### src/rtl/multicycle_control_pkg.sv
`default_nettype none
// ============================================================================
// Module      : multicycle_control_pkg
// Description : Shared definitions for the multicycle controller: ALU
//               operation codes, RV32 opcode values and the FSM state enum.
// Ports       : none (package)
// Revision    : 1.0 - initial release
// ============================================================================
package multicycle_control_pkg;

   // ALU operation codes
   localparam logic [3:0] c_ALU_AND = 4'b0000;
   localparam logic [3:0] c_ALU_OR  = 4'b0001;
   localparam logic [3:0] c_ALU_ADD = 4'b0010;
   localparam logic [3:0] c_ALU_SUB = 4'b0110;
   localparam logic [3:0] c_ALU_SLT = 4'b0100;
   localparam logic [3:0] c_ALU_XOR = 4'b0101;
   localparam logic [3:0] c_ALU_SRL = 4'b1000;
   localparam logic [3:0] c_ALU_SLL = 4'b1001;
   localparam logic [3:0] c_ALU_SRA = 4'b1010;

   // Supported opcodes
   localparam logic [6:0] c_OP_RTYPE = 7'b0110011;
   localparam logic [6:0] c_OP_IALU  = 7'b0010011;
   localparam logic [6:0] c_OP_LW    = 7'b0000011;
   localparam logic [6:0] c_OP_SW    = 7'b0100011;
   localparam logic [6:0] c_OP_BEQ   = 7'b1100011;

   typedef enum logic [2:0] {
      S_IF  = 3'd0,
      S_ID  = 3'd1,
      S_EX  = 3'd2,
      S_MEM = 3'd3,
      S_WB  = 3'd4
   } state_t;

endpackage
`default_nettype wire

### src/rtl/multicycle_control_if.sv
`default_nettype none
// ============================================================================
// Module      : multicycle_control_if
// Description : Bundle between the multicycle controller and its datapath.
// Signals     : instr, zero, mem_ready      - datapath -> controller
//               alu_op, alu_src, mem_read, mem_write, mem_to_reg,
//               reg_write, load_pc, pc_src, state, illegal
//                                           - controller -> datapath
// Modports    : slave  - the controller side
//               master - the datapath side
// Revision    : 1.0 - initial release
// ============================================================================
interface multicycle_control_if;
   logic [31:0] instr;
   logic        zero;
   logic        mem_ready;
   logic [3:0]  alu_op;
   logic        alu_src;
   logic        mem_read;
   logic        mem_write;
   logic        mem_to_reg;
   logic        reg_write;
   logic        load_pc;
   logic        pc_src;
   logic [2:0]  state;
   logic        illegal;

   modport slave (
      input  instr, zero, mem_ready,
      output alu_op, alu_src, mem_read, mem_write, mem_to_reg,
             reg_write, load_pc, pc_src, state, illegal
   );

   modport master (
      output instr, zero, mem_ready,
      input  alu_op, alu_src, mem_read, mem_write, mem_to_reg,
             reg_write, load_pc, pc_src, state, illegal
   );
endinterface
`default_nettype wire

### src/rtl/multicycle_control_alu_decoder.sv
`default_nettype none
// ============================================================================
// Module      : alu_decoder
// Description : Combinational opcode/funct decode to ALU operation, operand
//               select and legality.
// Ports       : i_opcode   [6:0] instruction opcode
//               i_funct3   [2:0] funct3 field
//               i_funct7_5       bit 30 of the instruction (funct7[5])
//               o_alu_op   [3:0] ALU operation
//               o_alu_src        1 = immediate operand
//               o_legal          instruction is supported
// Revision    : 1.0 - initial release
// ============================================================================
module alu_decoder
   import multicycle_control_pkg::*;
(
   input  logic [6:0] i_opcode,
   input  logic [2:0] i_funct3,
   input  logic       i_funct7_5,
   output logic [3:0] o_alu_op,
   output logic       o_alu_src,
   output logic       o_legal
);

   always_comb begin
      o_alu_op  = c_ALU_AND;
      o_alu_src = 1'b0;
      o_legal   = 1'b0;
      case (i_opcode)
         c_OP_RTYPE, c_OP_IALU: begin
            o_legal   = 1'b1;
            o_alu_src = (i_opcode == c_OP_IALU);
            case (i_funct3)
               // bit 30 is part of the immediate for ADDI, so SUB is R-type only
               3'b000:  o_alu_op = (i_opcode == c_OP_RTYPE && i_funct7_5) ? c_ALU_SUB : c_ALU_ADD;
               3'b001:  o_alu_op = c_ALU_SLL;
               3'b010:  o_alu_op = c_ALU_SLT;
               3'b100:  o_alu_op = c_ALU_XOR;
               3'b101:  o_alu_op = i_funct7_5 ? c_ALU_SRA : c_ALU_SRL;
               3'b110:  o_alu_op = c_ALU_OR;
               3'b111:  o_alu_op = c_ALU_AND;
               default: o_legal  = 1'b0;
            endcase
         end
         c_OP_LW, c_OP_SW: begin
            o_legal   = 1'b1;
            o_alu_op  = c_ALU_ADD;
            o_alu_src = 1'b1;
         end
         c_OP_BEQ: begin
            o_legal   = 1'b1;
            o_alu_op  = c_ALU_SUB;
         end
         default: o_legal = 1'b0;
      endcase
   end

endmodule
`default_nettype wire

### src/rtl/multicycle_control.sv
`default_nettype none
// ============================================================================
// Module      : multicycle_control
// Description : Five-state (IF/ID/EX/MEM/WB) controller for a multicycle
//               RV32 subset datapath (R-type, I-ALU, LW, SW, BEQ).
// Ports       : clk  - clock, rising edge
//               rst  - synchronous reset, active low
//               bus  - controller side of multicycle_control_if
// Revision    : 1.0 - initial release
// ============================================================================
module multicycle_control
   import multicycle_control_pkg::*;
(
   input  logic                   clk,
   input  logic                   rst,
   multicycle_control_if.slave    bus
);

   state_t      r_state;
   state_t      w_next;
   logic [31:0] r_instr;

   logic [3:0]  w_dec_op;
   logic        w_dec_src;
   logic        w_legal;
   logic        w_is_lw;
   logic        w_is_sw;
   logic        w_is_beq;

   logic [3:0]  w_alu_op;
   logic        w_alu_src;
   logic        w_mem_read;
   logic        w_mem_write;
   logic        w_mem_to_reg;
   logic        w_reg_write;
   logic        w_load_pc;
   logic        w_pc_src;
   logic        w_illegal;

   // Register-number and immediate fields belong to the datapath
   logic        w_unused;
   assign w_unused = ^{r_instr[31], r_instr[29:15], r_instr[11:7]};

   alu_decoder u_alu_decoder (
      .i_opcode   (r_instr[6:0]),
      .i_funct3   (r_instr[14:12]),
      .i_funct7_5 (r_instr[30]),
      .o_alu_op   (w_dec_op),
      .o_alu_src  (w_dec_src),
      .o_legal    (w_legal)
   );

   assign w_is_lw  = (r_instr[6:0] == c_OP_LW);
   assign w_is_sw  = (r_instr[6:0] == c_OP_SW);
   assign w_is_beq = (r_instr[6:0] == c_OP_BEQ);

   // Instruction is captured only when leaving IF; later bus changes are ignored
   always_ff @(posedge clk) begin
      if (!rst) begin
         r_state <= S_IF;
         r_instr <= '0;
      end else begin
         r_state <= w_next;
         if (r_state == S_IF)
            r_instr <= bus.instr;
      end
   end

   always_comb begin
      w_next       = S_IF;
      w_alu_op     = '0;
      w_alu_src    = 1'b0;
      w_mem_read   = 1'b0;
      w_mem_write  = 1'b0;
      w_mem_to_reg = 1'b0;
      w_reg_write  = 1'b0;
      w_load_pc    = 1'b0;
      w_pc_src     = 1'b0;
      w_illegal    = 1'b0;
      case (r_state)
         S_IF: w_next = S_ID;
         S_ID: begin
            if (w_legal) begin
               w_next = S_EX;
            end else begin
               // Unsupported instruction retires here and returns to fetch
               w_illegal = 1'b1;
               w_load_pc = 1'b1;
            end
         end
         S_EX: begin
            w_alu_op  = w_dec_op;
            w_alu_src = w_dec_src;
            if (w_is_lw || w_is_sw) begin
               w_next = S_MEM;
            end else if (w_is_beq) begin
               w_load_pc = 1'b1;
               w_pc_src  = bus.zero;
            end else begin
               w_next = S_WB;
            end
         end
         S_MEM: begin
            w_alu_op    = w_dec_op;
            w_alu_src   = w_dec_src;
            w_mem_read  = w_is_lw;
            w_mem_write = w_is_sw;
            if (!bus.mem_ready)
               w_next = S_MEM;
            else if (w_is_lw)
               w_next = S_WB;
            else
               w_load_pc = 1'b1;
         end
         S_WB: begin
            w_alu_op     = w_dec_op;
            w_alu_src    = w_dec_src;
            w_reg_write  = 1'b1;
            w_mem_to_reg = w_is_lw;
            w_load_pc    = 1'b1;
         end
         default: w_next = S_IF;
      endcase
   end

   assign bus.state      = r_state;
   assign bus.alu_op     = w_alu_op;
   assign bus.alu_src    = w_alu_src;
   assign bus.mem_read   = w_mem_read;
   assign bus.mem_write  = w_mem_write;
   assign bus.mem_to_reg = w_mem_to_reg;
   assign bus.reg_write  = w_reg_write;
   assign bus.load_pc    = w_load_pc;
   assign bus.pc_src     = w_pc_src;
   assign bus.illegal    = w_illegal;

endmodule
`default_nettype wire

### src/flat_wrapper.sv
// flat-port wrapper written by rule: the top's interface ports become plain ports
module multicycle_control_flat import multicycle_control_pkg::*;
  (clk, rst, bus_instr, bus_zero, bus_mem_ready, bus_alu_op, bus_alu_src, bus_mem_read, bus_mem_write, bus_mem_to_reg, bus_reg_write, bus_load_pc, bus_pc_src, bus_state, bus_illegal);
  multicycle_control_if bus_i ();
  input  logic clk;
  input  logic rst;
  input wire logic [$bits(bus_i.instr)-1:0] bus_instr;
  input wire logic [$bits(bus_i.zero)-1:0] bus_zero;
  input wire logic [$bits(bus_i.mem_ready)-1:0] bus_mem_ready;
  output wire logic [$bits(bus_i.alu_op)-1:0] bus_alu_op;
  output wire logic [$bits(bus_i.alu_src)-1:0] bus_alu_src;
  output wire logic [$bits(bus_i.mem_read)-1:0] bus_mem_read;
  output wire logic [$bits(bus_i.mem_write)-1:0] bus_mem_write;
  output wire logic [$bits(bus_i.mem_to_reg)-1:0] bus_mem_to_reg;
  output wire logic [$bits(bus_i.reg_write)-1:0] bus_reg_write;
  output wire logic [$bits(bus_i.load_pc)-1:0] bus_load_pc;
  output wire logic [$bits(bus_i.pc_src)-1:0] bus_pc_src;
  output wire logic [$bits(bus_i.state)-1:0] bus_state;
  output wire logic [$bits(bus_i.illegal)-1:0] bus_illegal;
  assign bus_i.instr = bus_instr;
  assign bus_i.zero = bus_zero;
  assign bus_i.mem_ready = bus_mem_ready;
  assign bus_alu_op = bus_i.alu_op;
  assign bus_alu_src = bus_i.alu_src;
  assign bus_mem_read = bus_i.mem_read;
  assign bus_mem_write = bus_i.mem_write;
  assign bus_mem_to_reg = bus_i.mem_to_reg;
  assign bus_reg_write = bus_i.reg_write;
  assign bus_load_pc = bus_i.load_pc;
  assign bus_pc_src = bus_i.pc_src;
  assign bus_state = bus_i.state;
  assign bus_illegal = bus_i.illegal;
  multicycle_control u_core (.clk(clk), .rst(rst), .bus(bus_i));
endmodule
### config.mk
export PLATFORM = sky130hd
export DESIGN_NAME = multicycle_control_flat
export DESIGN_NICKNAME = d
export VERILOG_FILES = /design/src/rtl/multicycle_control_pkg.sv /design/src/rtl/multicycle_control_if.sv /design/src/rtl/multicycle_control_alu_decoder.sv /design/src/rtl/multicycle_control.sv /design/src/flat_wrapper.sv
export SDC_FILE = /design/constraint.sdc
export NUM_CORES = 1
export LEC_CHECK = 0
export BUFFER_PORTS_ARGS = -buffer_cell sky130_fd_sc_hd__buf_2
export CAP_MARGIN = 5
export CORE_MARGIN = 2
export CORE_UTILIZATION = 44
export DETAILED_ROUTE_END_ITERATION = 10
export GPL_TIMING_DRIVEN = 0
export MAX_ROUTING_LAYER = met4
export PLACE_DENSITY_LB_ADDON = 0.25
export SYNTH_ARGS = -nofsm -noshare
export SYNTH_HDL_FRONTEND = slang
export SYNTH_SLANG_ARGS = --single-unit
### constraint.sdc
create_clock -name clk -period 3.6 [get_ports clk]
set_clock_uncertainty 0.15 [all_clocks]
set_input_delay 0.72 -clock clk [delete_from_list [all_inputs] [get_ports clk]]
set_output_delay 0.72 -clock clk [all_outputs]
set_load 0.005 [all_outputs]
# Word-level counts from Yosys, hierarchy flattened
# Cells that the tools add are included.
# word_totals
inputBits	36
out_inout_bits	15
reg_bits	34
word_cells	55
# classes
n_eq_ne	15
n_reduce_logical	9
muxes	29
# ops
cell	count
one-hot mux 4 bit (6 select lines)	1
equality test 3 bit, second input constant	5
2-to-1 mux 1 bit	15
2-to-1 mux 3 bit	5
equality test 7 x 6 -> 1 bit, second input constant	2
one-hot mux 3 bit (4 select lines)	1
one-hot mux 4 bit (3 select lines)	1
equality test 3 x 2 -> 1 bit, second input constant	3
equality test 7 x 2 -> 1 bit, second input constant	1
equality test 7 x 5 -> 1 bit, second input constant	1
equality test 7 bit, second input constant	1
OR reduction 7 bit	1
equality test 3 x 1 -> 1 bit, second input constant	2
logical NOT 3 bit	2
OR reduction 3 bit	2
2-to-1 mux 2 bit	2
2-to-1 mux 4 bit	1
one-hot mux 1 bit (2 select lines)	2
one-hot mux 1 bit (4 select lines)	1
OR reduction 2 bit	2
logical AND 1 bit	1
logical OR 1 bit	1

# Longest topological paths before layout
# Gate-level depths: netlist (run 1).
# depth
word_depth	6
depth_mapped	5
ltp_nobuf	4

# Cells and area by module
# Synthesis (run 1) repeated with hierarchy kept, for this count alone.
# unflattened
cells_unflattened	121
area_unflattened_um2	953.4
# by_module_without_submodules
module	seq_area_each_um2	cells_per_inst	instances	area_per_inst_um2
multicycle_control	280.3	98	1	794.5
alu_decoder	0.0	23	1	158.9

# Least setup slack after synthesis (run 1)
# Ideal clock, no wire load.
# synth_path
path_type	register -> output
startpoint	register u_core.r_instr[3]
endpoint	output port bus_load_pc
path_buffers	0
arrival_time_ns	1.408
setup_slack_ns	1.322
required_time_ns	2.730
stages_incl_launch_ff	5
cell_sequence	dfxtp_1 > and4bb_2 > nand2_4 > o2111a_1 > or4_1
# synth_via
elab_chain_len	5
elab_cells_between_ends	15
cone_classes	eq/ne (5); mux (7); reduce/logical (3)
# synth_rtl
item	line	rtl
from (decl)	multicycle_control.sv:21	logic [31:0] r_instr;
from (signal assigned)	multicycle_control.sv:65	r_instr <= bus.instr;
equality test 7 bit (tied with other cells)	multicycle_control_alu_decoder.sv:29, multicycle_control.sv:55	
OR reduction 3 bit (no source line) / OR reduction 2 bit (equally long branches)	--	
one-hot mux 1 bit (2 select lines)	multicycle_control_alu_decoder.sv:29	case (i_opcode)
2-to-1 mux 1 bit	multicycle_control.sv:83	if (w_legal) begin
one-hot mux 1 bit (4 select lines) (*)	multicycle_control.sv:80	case (r_state)
to (decl)	flat_wrapper.sv:16	output wire logic [$bits(bus_i.load_pc)-1:0] bus_load_pc;
# Mark *: on every way between the ends. The rest lies on a longest branch, timed or not.

# Worst setup path after layout (run 1)
# Ends and elaborated chain as after synthesis.

==> summary by stage, run 1 <==
Synth
The sequential area share after synthesis is 34.6%. The leading area contributor after synthesis is sky130_fd_sc_hd__dfxtp_1. The post-synthesis average cell area is 7.64 µm².

Sorting the synthesized cells by area gives the leading types as sky130_fd_sc_hd__dfxtp_1 35%, sky130_fd_sc_hd__nand2_1 12%, sky130_fd_sc_hd__a21boi_0 10%. The synthesized netlist occupies a cell area of 810 µm². The area share of the largest cell type after synthesis is between 30 and 40%.

The number of register bits inferred by synthesis is 14. After synthesis, the most frequently instantiated cells are 26 x sky130_fd_sc_hd__nand2_1, 14 x sky130_fd_sc_hd__dfxtp_1, 11 x sky130_fd_sc_hd__a21boi_0. The most frequent cell after synthesis is sky130_fd_sc_hd__nand2_1. The number of instances in the synthesized netlist is 106. Among all flip-flop cells after synthesis, the most frequent one is sky130_fd_sc_hd__dfxtp_1. The share of async-settable or async-resettable flops after synthesis is 0%. In this run, synthesis inferred 0 flip-flops with an integrated enable. The number of warnings reported in the yosys synthesis log is 0.

Synthesis produced a netlist with a net count of ~140. After synthesis, the netlist uses 30 different library cells.

Floorplan
about 50 I/O pins were placed. The floorplan step defined a die boundary enclosing around 2200 µm². The initial standard-cell utilization of the core is between 40% and 50%. In this run the horizontal extent of the chip is 46.9 µm. The number of placement rows is 15. The die boundary height is approximately 47 µm. The core region is 1730 µm².

Critical path
The critical-path cell with the highest stage delay is sky130_fd_sc_hd__or4_1. The largest driver fanout on the critical path is 6. The data arrival time of the critical path is 1.88 ns. The end point of the critical path is bus_load_pc. In this design, the stage delay of the slowest critical-path cell is between 0.4 and 0.5 ns. In this design, the largest share of critical-path delay is due to simple AND/OR/NAND/NOR gates. The class of the most critical setup path is register to output pin. The startpoint of the lowest-slack register-to-register path is u_core.bus.state[0]. The worst reg2reg path endpoint is u_core.r_instr[14]. The worst reg-to-reg path cell count is 5. The signal on the critical path passes through and4bb_2 -> nand2_4 -> o2111a_1 -> or4_1 -> buf_2.

The data required time at the worst endpoint is about 2.7 ns. Counting both buffers and inverters, the worst setup path holds a total of 1. The register-to-register setup slack is around 1.9 ns.

The category of the worst setup path launch point is a register. The worst setup path is captured at an output pin. The critical path runs through a total of 5 cells. The launching instance or port of the critical path is u_core.r_instr[3].

Global route
The number of global-route vias before repair was 698. The global-route usage over all layers is 18.4%. The global-route wire length before repair is between 2000 and 3000 µm. Entering global routing, the biggest net connects 11 pins. The leftover overflow at the end of global routing is 0.

The initial antenna violation count came to 0.

STA
The final critical path takes up roughly three quarters of the cycle. The normalized max-slew margin is a little under two thirds. The final-layout setup total negative slack is 0 ns. The count of final hold-check violations came to 0. Setup violations remaining at the end of the flow were counted as 0. The shortest clock period the worst path allows after layout is roughly 2.8 ns. At the pin with the least slew margin, the transition time is between 0.5 and 0.6 ns. The count of pins over their slew limit is 0. The fmax is 363 MHz. Setup repair after global routing left no endpoint under its margin.

CTS
TritonCTS built the clock tree. The clock tree root buffer cell is sky130_fd_sc_hd__clkbuf_4. The later pin in the worst-skew pair is clocked with a latency of about 0.27 ns. For this design, the sink count on the clock tree is 14. The maximum root-to-sink buffer count is 2. Once the clock tree was built, the setup fixing pass inserted 0 buffers. The number of clock buffers added by TritonCTS is 3. After clock tree synthesis, the clock-pin slew on the worst setup and hold paths is about 0.080 ns. The number of gates resized after CTS was 0.

The maximum level of the CTS H-tree is 1. After clock tree synthesis, the flow added hold-fix buffers numbering 0.

Drt
In the routed layout, each cell is associated on average with a via count of around 5.2. The remaining antenna violation count is 0. The final layout contains routed wiring with a total length of approximately 1800 µm. After detailed routing, the average wire length per cell comes to between 10 and 15 µm. The first routing iteration left 6 violations.

The total via count after detailed routing is roughly 850. The number of iterations in the first detailed-routing pass is 4. The final routed DRC violation total is 0.

Hold path
The tightest min-delay check is of the register to register type.

Finish
The count of filler cells inserted in the layout is 187. Compared with the post-synthesis result, the final layout area differs by 24.6%. For this run, the post-layout net count is ~180. The finished layout holds between 150 and 200 standard cells, fillers aside. The fraction of layout cells with a size suffix above 1 is between 20% and 30%.

The number of antenna diodes in the final layout is 0.

Power and ir drop
The analysis attributes to cell leakage a power of about 0.00045 µW. Power spread over the standard cell area amounts to around 310 nW/µm². The worst supply voltage drop on vdd is about 240 µV.

Place
The congestion estimate from routability-driven global placement came to approximately 0.86. Summed over all nets, the half-perimeter wirelength after detailed placement is 1390 µm. After detailed placement, the design holds a cell count of 160. Input and output buffers added on the ports amount to 29.

Run status
The flow ran to the end, and the final reports show no timing, DRC or antenna violations.

Job
Max-cap violations in this run came to 0.
==> worst reg2reg max path: stages, from the launching register on <==
cell	delay [ns]
sky130_fd_sc_hd__dfxtp_1	0.36
sky130_fd_sc_hd__clkbuf_1	0.24
sky130_fd_sc_hd__nor3_1	0.28
sky130_fd_sc_hd__clkbuf_1	0.38
sky130_fd_sc_hd__nand2_1	0.10
sky130_fd_sc_hd__a21boi_0	0.16
==> metrics by stage <==
step                      total power [µW]  worst slack [ns]  hold WS, ns  area [µm²]  utilization [%]
final                                  314             0.847        0.316        1010             58.4
after CTS                              316             0.849        0.317        1010             58.4
after global placement                 231              1.17        0.297         986             57.1
after floorplan                        213              1.32        0.289         810                -
after global routing                   331             0.743        0.329        1010             58.4
after detailed placement               233              1.15        0.305         986             57.1
==> flip-flops by register name, indices dropped and copies added, names as in the netlist <==
signal and count:
u_core.r_instr 11, u_core.bus.state 3
==> power by group <==
part	internal [µW]	switching (µW)	total, µW
Combinational	26.4	29.9	56.3
Clock	38.6	46.1	84.8
Sequential	164	8.75	173
Total	229	84.8	314
==> final cells by class <==
cell class	instances	area [µm²]	share of cell area, %
Multi-Input combinational cell	86	504	50.0
Timing Repair Buffer	29	145	14.4
Sequential cell	14	280	27.8
Tap cell	25	31.3	3.10
Clock buffer	3	22.5	2.23
Buffer	6	25.0	2.48
==> kinds of logic after synthesis <==
kind of cell,synth area share [%]
AO/OA/AOI/OAI,22.9
buffers and inverters,3.09
flip-flops,34.6
multiplexers,2.78
AND/OR/NAND/NOR,36.6
==> worst min path at each step <==
stage	startpoint	to	slack, ns	cells after the start
after detailed placement	u_core.r_instr[3]	u_core.r_instr[3]	0.31	2
final	u_core.r_instr[3]	u_core.r_instr[3]	0.32	2
after global placement	u_core.r_instr[3]	u_core.r_instr[3]	0.30	2
after global routing	u_core.r_instr[3]	u_core.r_instr[3]	0.33	2
after floorplan	u_core.r_instr[3]	u_core.r_instr[3]	0.29	2
after CTS	u_core.r_instr[3]	u_core.r_instr[3]	0.32	2
==> layer usage <==
metal | track usage (%) | routed length, µm | up-vias | share of wire (%)
met3 | 2.31 | 89 | 2 | 4.8
met5 | - | 0 | - | 0
met4 | 6.67 | 14 | 0 | 0.76
li1 | - | - | 439 | -
met1 | 24.4 | 910 | 391 | 50
met2 | 28.5 | 823 | 21 | 45
==> layout by cell type, fill, tap and decap left out, types with 3 or more instances in the layout <==
cell type and count:
sky130_fd_sc_hd__nor2_1 9, sky130_fd_sc_hd__buf_2 31, sky130_fd_sc_hd__clkbuf_4 3, sky130_fd_sc_hd__clkbuf_1 4, sky130_fd_sc_hd__nand2_1 26, sky130_fd_sc_hd__dfxtp_1 14, sky130_fd_sc_hd__nor2b_1 4, sky130_fd_sc_hd__nand2b_1 4
sky130_fd_sc_hd__a21boi_0 11, sky130_fd_sc_hd__nor3_1 4, sky130_fd_sc_hd__a211oi_1 3
No activity file was read; power rests on OpenSTA's default activity.
==> run 2, diff against run 1 <==
ABC_AREA = 1   (was not set)
CORE_UTILIZATION = 42   (was 44)
clock period = 2.86 ns   (was 3.6 ns; I/O delays follow)
==> run 2 against run 1 <==
- worst setup slack got worse by 0.11 ns
- highest routed layer unchanged
- die area up 12%
- sequential cell count unchanged
- sequential power rose by 28%
- via count is 4.3% higher
- hold slack lost 0.0071 ns
- critical path depth increased by 2
==> summary by stage, run 2 <==
Run status
The flow ran to the end, and the final reports show no timing, DRC or antenna violations.

Place
The port buffer count is 29 (unchanged). The routability congestion estimate is 0.828 (-3.9%). The post-detailed-placement half-perimeter wirelength is 1460 µm (+4.8%). The area after detailed placement is 1050 µm² (+6.7%). The minimum setup slack after placement came to 1.03 ns (-0.117 ns).

Drt
The final wirelength is 1740 µm (-5.4%). The routed wirelength normalized by instance count is 9.20 µm (-18%). The number of iterations in the first detailed-routing pass is 4 (unchanged). The total via count after detailed routing is 890 (+4.3%). The final routed DRC violation total came to 0 (unchanged).

The remaining antenna violation count came to 0 (unchanged). The number of vias per cell after detailed routing is 4.71 (-10%). The count of routing violations after the opening detailed-route iteration was 6 (unchanged).

STA
The normalized max-slew margin is 85.6% (+22 points). The count of final hold-check violations is 0 (unchanged). The count of pins over their slew limit is 0 (unchanged). The final number of setup-violating endpoints is 0 (unchanged). The shortest clock period the worst path allows after layout is between 2 and 2.5 ns. The final period utilization is around three quarters. Setup repair after global routing left no endpoint under its margin. Static timing analysis puts the maximum clock frequency at approximately 470 MHz. The final-layout setup total negative slack is 0 ns (unchanged). The post-layout worst setup margin is 0.736 ns (-0.111 ns). The transition time at the pin with the least slew margin is 0.214 ns (-0.328 ns).

Finish
The fraction of layout cells with a size suffix above 1 is 38.9% (+11 points). In the layout the commonest cells are 29 x sky130_fd_sc_hd__buf_2, 17 x sky130_fd_sc_hd__inv_1, 17 x sky130_fd_sc_hd__nor2_1. The number of flip-flops under the largest register name was 11 (unchanged). Leaving out fill and tap cells, the most frequent cell in the layout is sky130_fd_sc_hd__buf_2. The number of diodes is 0 (unchanged). The cell area after layout is 1070 µm² (+6.6%). More flip-flops sit in one register than any other, and that register is u_core.r_instr.

The net count reported at finish is 200 (+14%). The count of filler cells inserted in the layout is 209 (+12%). Compared with the post-synthesis result, the final layout area differs by 23.1%.

Critical path
The data arrival time of the critical path is 1.40 ns (-0.48 ns). The largest driver fanout on the critical path is 9 (+3). The launching instance or port of the critical path is u_core.r_instr[0]. The critical path ends at bus_alu_op[2]. The register-to-register setup slack was 1.59 ns (-0.26 ns). The worst reg-to-reg path cell count is 5 (unchanged). STA classifies the critical path endpoint as an output pin. The data required time at the worst endpoint came to 2.14 ns (-0.59 ns). STA classifies the critical path startpoint as a register. The class of the most critical setup path is register to output pin. In this run the critical register-to-register path is captured at u_core.r_instr[4]. The startpoint of the lowest-slack register-to-register path is u_core.bus.state[1].

Global route
The leftover overflow at the end of global routing was 0 (unchanged). The initial antenna violation count is 0 (unchanged). The number of global-route vias before repair was 790 (+13%). The largest net degree at the start of global routing was 11 (unchanged). The global-route wire length before repair is 3130 µm (+8.4%). The global-route usage over all layers is 16.3% (-2.0 points).

Hold path
The number of instances on the worst hold path came to 2 (unchanged). In this run the worst hold path is classified as register to register.

Synth
The leading area contributor after synthesis is sky130_fd_sc_hd__dfxtp_1. Among all flip-flop cells after synthesis, the most frequent one is sky130_fd_sc_hd__dfxtp_1. The sequential area share after synthesis is 32.1% (-2.5 points).

The number of register bits inferred by synthesis is 14 (unchanged). The net count of the mapped netlist was 166 (+17%). The area share of the largest cell type after synthesis was 32.1% (-2.5 points). The number of warnings reported in the yosys synthesis log is 0 (unchanged). The area of the mapped netlist was 873 µm² (+7.9%). The count of unique library cells instantiated by Yosys is 23 (-23%). By area the synthesized netlist is led by sky130_fd_sc_hd__dfxtp_1 32%, sky130_fd_sc_hd__inv_1 7.3%, sky130_fd_sc_hd__nor2_1 7.3%. Counting instances in the post-synthesis netlist gives the leading cell types as 17 x sky130_fd_sc_hd__inv_1, 17 x sky130_fd_sc_hd__nor2_1, 14 x sky130_fd_sc_hd__dfxtp_1, 14 x sky130_fd_sc_hd__nand2_1, 11 x sky130_fd_sc_hd__a21oi_1. The share of async-settable or async-resettable flops after synthesis was 0% (unchanged). The post-synthesis average cell area is 6.72 µm² (-12%). The count of flip-flops with a built-in enable after synthesis is 0 (unchanged). The number of instances in the synthesized netlist is 130 (+23%).

CTS
The maximum level of the CTS H-tree is 1 (unchanged). The maximum root-to-sink buffer count is 2 (unchanged). The post-cts repair resize count was 0 (unchanged). The number of sinks handled by clock tree synthesis is 14 (unchanged).

The quantity of hold-fixing buffers added after cts is 0 (unchanged). The clock tree root buffer cell is sky130_fd_sc_hd__clkbuf_4. The number of buffers added by the clock tree synthesis step is 3 (unchanged). The CTS tree is yes.

The count of buffers added by post-CTS timing repair for setup is 0 (unchanged). The later-pin clock latency in the skew report came to 0.26 ns (about the same). The clock transition at the register clock pins on the worst setup and hold paths after CTS was 0.07 ns (about the same).

Power and ir drop
The worst supply voltage drop on vdd came to 311 µV (+32%). The power per cell area is 380 nW/µm² (+22%). The static power due to leakage was 0.000514 µW (+15%).

The power consumption is 408 µW (+30%).

Floorplan
The initial standard-cell utilization of the core came to 44.5% (-2.4 points). The die extent in x is 49.6 µm (+5.8%). The area of the core was 1960 µm² (+14%). The number of placement rows is 16 (+1). The die boundary height came to 49.6 µm (+5.8%).

The number of primary I/O pins was 51 (unchanged). The full die area came to 2460 µm² (+12%).

Job
The number of violations of the max-capacitance limit came to 0 (unchanged).
[run 2: cell count changes after synthesis, moves of 7 or more]
cell	delta
sky130_fd_sc_hd__nand3_1	+7
sky130_fd_sc_hd__nand2_1	-12
sky130_fd_sc_hd__o21ai_1	+10
sky130_fd_sc_hd__a21oi_1	+9
sky130_fd_sc_hd__a21boi_0	-11
sky130_fd_sc_hd__inv_1	+17
sky130_fd_sc_hd__nor2_1	+8
sky130_fd_sc_hd__inv_2	+7
[run 2: metrics by stage]
step,std cells,util [%],hold slack (ns)
5_1_grt,189,54.8,0.330
6_report,189,54.8,0.309
3_3_place_gp,186,53.6,0.295
4_1_cts,189,54.8,0.313
2_1_floorplan,130,-,0.283
3_5_place_dp,186,53.6,0.303
[run 2: worst max-delay path, stage by stage (launching register included)]
cell	delay (ns)
sky130_fd_sc_hd__dfxtp_1	0.36
sky130_fd_sc_hd__nand2_2	0.10
sky130_fd_sc_hd__nor2_8	0.19
sky130_fd_sc_hd__nand2_1	0.10
sky130_fd_sc_hd__nor2_1	0.09
sky130_fd_sc_hd__nand2_1	0.06
sky130_fd_sc_hd__a21oi_1	0.12
sky130_fd_sc_hd__buf_2	0.13
[run 2: metal layers]
metal	routed length (µm)	vias up	global-route usage, %	share of wire (%)
met1	835	379	20.7	48
met4	13	0	7.41	0.75
li1	-	478	-	-
met2	792	31	26.2	46
met5	0	-	-	0
met3	97	2	1.52	5.6
[run 2: area by class of cell]
class / instances / area (µm²) / share of cell area (%)
inverter: 24 / 90.1 / 8.38
timing repair buffer: 29 / 145 / 13.5
buffer: 3 / 23.8 / 2.21
tap: 27 / 33.8 / 3.14
multi-input combinational: 89 / 479 / 44.6
clock buffer: 3 / 22.5 / 2.10
sequential: 14 / 280 / 26.1
[run 2: power breakdown]
part	leakage, µW	switching [µW]	internal [µW]	total (µW)
combinational	0.000384	52.9	33.4	86.3
clock	0.0000138	52.5	48.6	101
sequential	0.000116	11.0	210	221
total	0.000514	116	292	408
[run 2: kinds of logic after synthesis]
kind of cell    Yosys count  synth area share [%]
flops                    14                  32.1
buf+inv                  27                  13.0
compound gates           29                  18.6
simple gates             60                  36.2
[run 2: worst min-delay path by stage]
stage / from / to
after floorplan: u_core.r_instr[3] / u_core.r_instr[3]
after global placement: u_core.r_instr[3] / u_core.r_instr[3]
after detailed placement: u_core.r_instr[3] / u_core.r_instr[3]
after CTS: u_core.r_instr[3] / u_core.r_instr[3]
after global routing: u_core.r_instr[3] / u_core.r_instr[3]
final: u_core.r_instr[3] / u_core.r_instr[3]
==> run 3, diff against run 2 <==
clock period = 2 ns   (was 2.86 ns; I/O delays follow)
==> run 3 against run 2 <==
- hold slack lost 0.098 ns
- sequential power grew 44%
- worst setup slack lost 0.68 ns
- sequential cell count is the same
- wire length grew 12%
- global-route usage is the same
- largest cell class unchanged
- highest routed layer unchanged
==> summary by stage, run 3 (synthesis results as in run 2) <==
Place
The routability congestion estimate came to 0.828 (unchanged). The area after detailed placement was 1050 µm² (unchanged). The port buffer count was 29 (unchanged). The post-detailed-placement half-perimeter wirelength is 1460 µm (unchanged).

Finish
The fraction of layout cells with a size suffix above 1 was 45.7% (+6.8 points). The signed area change from the synthesized netlist to the final layout is 28.1%. The footprint of the flip-flops and latches is 288 µm² (+2.7%). The count of filler cells inserted in the layout was 206 (-1.4%). The share of the core filled with cells in the final layout is 57.0% (+2.2 points). The library cells used most frequently in the layout, excluding fill and tap cells, are 29 x sky130_fd_sc_hd__buf_2, 17 x sky130_fd_sc_hd__nor2_1, 14 x sky130_fd_sc_hd__inv_1.

The net count reported at finish is 202 (+1.0%). The cell area after layout was 1120 µm² (+4.1%). The number of diodes is 0 (unchanged). Ranked by flip-flop count, first place goes to u_core.r_instr. The number of flip-flops under the largest register name came to 11 (unchanged).

The most frequent standard cell in the layout excluding fill and tap cells is sky130_fd_sc_hd__buf_2. The area taken by multi-input logic gates is 508 µm² (+6.0%).

Power and ir drop
The internal power summed over all cells is 422 µW (+45%). The part of the power in registers is 53.1% (-1.0 points). The static power due to leakage came to 0.000537 µW (+4.4%). The net switching share of the total power came to 29.8% (+1.3 points). The worst supply voltage drop on vdd was 453 µV (+46%). The power spent charging and discharging nets came to 179 µW (+54%). The clock network power share came to 24.5% (-0.3 points). The share of power burned in combinational logic came to 22.4% (+1.3 points). The power per cell area came to 537 nW/µm² (+41%).

Critical path
The worst reg-to-reg path cell count is 5 (unchanged). The category of the worst setup path launch point is a register. In this run the critical register-to-register path is launched from u_core.bus.state[1]. The worst setup path is captured at an output pin. The largest driver fanout on the critical path is 5 (-4). The worst reg2reg path endpoint is u_core.r_instr[4]. The register-to-register setup slack is 0.71 ns (-0.88 ns). The data required time at the worst endpoint is 1.45 ns (-0.69 ns). The data arrival time of the critical path is 1.39 ns (about the same). The class of the most critical setup path is register to output pin.

CTS
The maximum level of the CTS H-tree was 1 (unchanged). The clock tree root buffer cell is sky130_fd_sc_hd__clkbuf_4. The maximum root-to-sink buffer count is 2 (unchanged). The number of buffers added by the clock tree synthesis step is 3 (unchanged). TritonCTS built the clock tree. The number of sinks handled by clock tree synthesis is 14 (unchanged). The later-pin clock latency in the skew report is 0.27 ns (about the same). The clock transition at the register clock pins on the worst setup and hold paths after CTS was 0.07 ns (about the same).

Global route
The leftover overflow at the end of global routing is 0 (unchanged). The number of global-route vias before repair is 790 (unchanged). The global-route usage over all layers is 16.3% (unchanged). The largest net degree at the start of global routing is 11 (unchanged). The global-route wire length before repair is 3130 µm (unchanged). The initial antenna violation count is 0 (unchanged).

Drt
The number of iterations in the first detailed-routing pass came to 4 (unchanged). The number of vias per cell after detailed routing is 4.79 (+1.7%). The remaining antenna violation count is 0 (unchanged). The count of routing violations after the opening detailed-route iteration is 6 (unchanged). The total via count after detailed routing is 915 (+2.8%). The final wirelength is 1950 µm (+12%). The routed wirelength normalized by instance count was 10.2 µm (+11%).

The final routed DRC violation total is 0 (unchanged).

STA
Timing would allow up to 515 MHz. The count of final hold-check violations is 0 (unchanged). The count of pins over their slew limit is 0 (unchanged). After layout, the worst path uses around 97% of the clock period.

The normalized max-slew margin was 85.6% (about the same). The transition time at the pin with the least slew margin is 0.215 ns (+0.000789 ns). The shortest clock period the worst path allows after layout is between 1.5 and 2 ns.

Setup repair after global routing could not meet its margin everywhere. The final number of setup-violating endpoints was 0 (unchanged).

Floorplan
The full die area is 2460 µm² (unchanged). The die extent in x is 49.6 µm (unchanged). The number of primary I/O pins is 51 (unchanged).

The area of the core is 1960 µm² (unchanged). The number of placement rows came to 16 (unchanged). The initial standard-cell utilization of the core is 44.5% (unchanged).

The die boundary height was 49.6 µm (unchanged).

Hold path
The number of instances on the worst hold path is 3 (+1). The class of the tightest hold or removal check is input port to register. In this run the most critical hold path is launched from bus_instr[0]. The worst hold path terminates at u_core.r_instr[0].

Job
The number of violations of the max-capacitance limit is 0 (unchanged).

Run status
The flow ran to the end, and the final reports show no timing, DRC or antenna violations.
-- run 3: changes by cell type in the layout (fill, tap and decap cells not counted) --
cell | previous run | this run
sky130_fd_sc_hd__nand2_4 | 0 | 2
sky130_fd_sc_hd__nand2_2 | 6 | 5
sky130_fd_sc_hd__o21ai_0 | 3 | 2
sky130_fd_sc_hd__dfxtp_2 | 0 | 6
sky130_fd_sc_hd__inv_1 | 17 | 14
sky130_fd_sc_hd__dfxtp_1 | 14 | 8
sky130_fd_sc_hd__nor2_2 | 6 | 5
sky130_fd_sc_hd__inv_2 | 7 | 10
sky130_fd_sc_hd__nor2_4 | 1 | 3
sky130_fd_sc_hd__nand2_1 | 14 | 13
sky130_fd_sc_hd__o21ai_1 | 10 | 11
sky130_fd_sc_hd__buf_4 | 1 | 2
-- run 3: critical path: stages (launching register included) --
cell,delay [ns]
sky130_fd_sc_hd__dfxtp_1,0.31
sky130_fd_sc_hd__inv_2,0.07
sky130_fd_sc_hd__nand2_4,0.09
sky130_fd_sc_hd__nor2_8,0.15
sky130_fd_sc_hd__nand2_1,0.10
sky130_fd_sc_hd__nor2_1,0.09
sky130_fd_sc_hd__nand2_1,0.06
sky130_fd_sc_hd__a21oi_1,0.12
sky130_fd_sc_hd__buf_2,0.13
-- run 3: worst max path at each step --
stage	start	endpoint	slack, ns
after floorplan	u_core.r_instr[0]	bus_alu_op[1]	0.51
after global placement	u_core.r_instr[1]	bus_alu_op[3]	0.37
after detailed placement	u_core.r_instr[0]	bus_alu_op[0]	0.35
after CTS	u_core.r_instr[0]	bus_alu_op[0]	0.04
after global routing	u_core.r_instr[2]	bus_alu_op[2]	-0.06
final	u_core.r_instr[3]	bus_alu_op[2]	0.06
-- run 3: final cells by class --
class / instances / share of cell area (%)
Multi-Input combinational cell: 90 / 45.4
Buffer: 3 / 2.13
Sequential cell: 14 / 25.7
Inverter: 24 / 8.05
Tap cell: 27 / 3.02
Timing Repair Buffer: 30 / 13.6
Clock buffer: 3 / 2.01
-- run 3: per-stage QoR --
step | TNS [ns] | total power [µW] | setup slack, ns | hold WS [ns] | std cells
after floorplan | 0 | 408 | 0.514 | 0.283 | 130
after global placement | 0 | 442 | 0.368 | 0.295 | 186
after detailed placement | 0 | 446 | 0.346 | 0.303 | 186
after CTS | 0 | 591 | 0.0393 | 0.216 | 189
after global routing | -0.153 | 645 | -0.0625 | 0.228 | 191
final | 0 | 601 | 0.0584 | 0.211 | 191
-- run 3: timing repair --
| item | in CTS | in global routing |
|---|---|---|
| resized for setup | 0 | 14 |
| setup endpoints to repair | 0 | 7 |
| setup buffers | 0 | 1 |
| hold endpoints to repair | 0 | 0 |
| hold buffers | 0 | 0 |
-- run 3: layer usage --
| layer | vias to the layer above | share of wire [%] | track usage (%) |
|---|---|---|---|
| li1 | 485 | - | - |
| met5 | - | 0 | - |
| met3 | 5 | 5.0 | 1.52 |
| met1 | 397 | 46 | 20.7 |
| met2 | 28 | 47 | 26.2 |
| met4 | 0 | 1.7 | 7.41 |
-- run 3: power groups by stage --
stage | sequential (µW) | clock, µW | combinational (µW)
6_report | 319 | 147 | 135
5_1_grt | 323 | 169 | 154
4_1_cts | 315 | 151 | 124
3_5_place_dp | 322 | 0 | 124
3_3_place_gp | 321 | 0 | 121
2_1_floorplan | 320 | 0 | 88.3
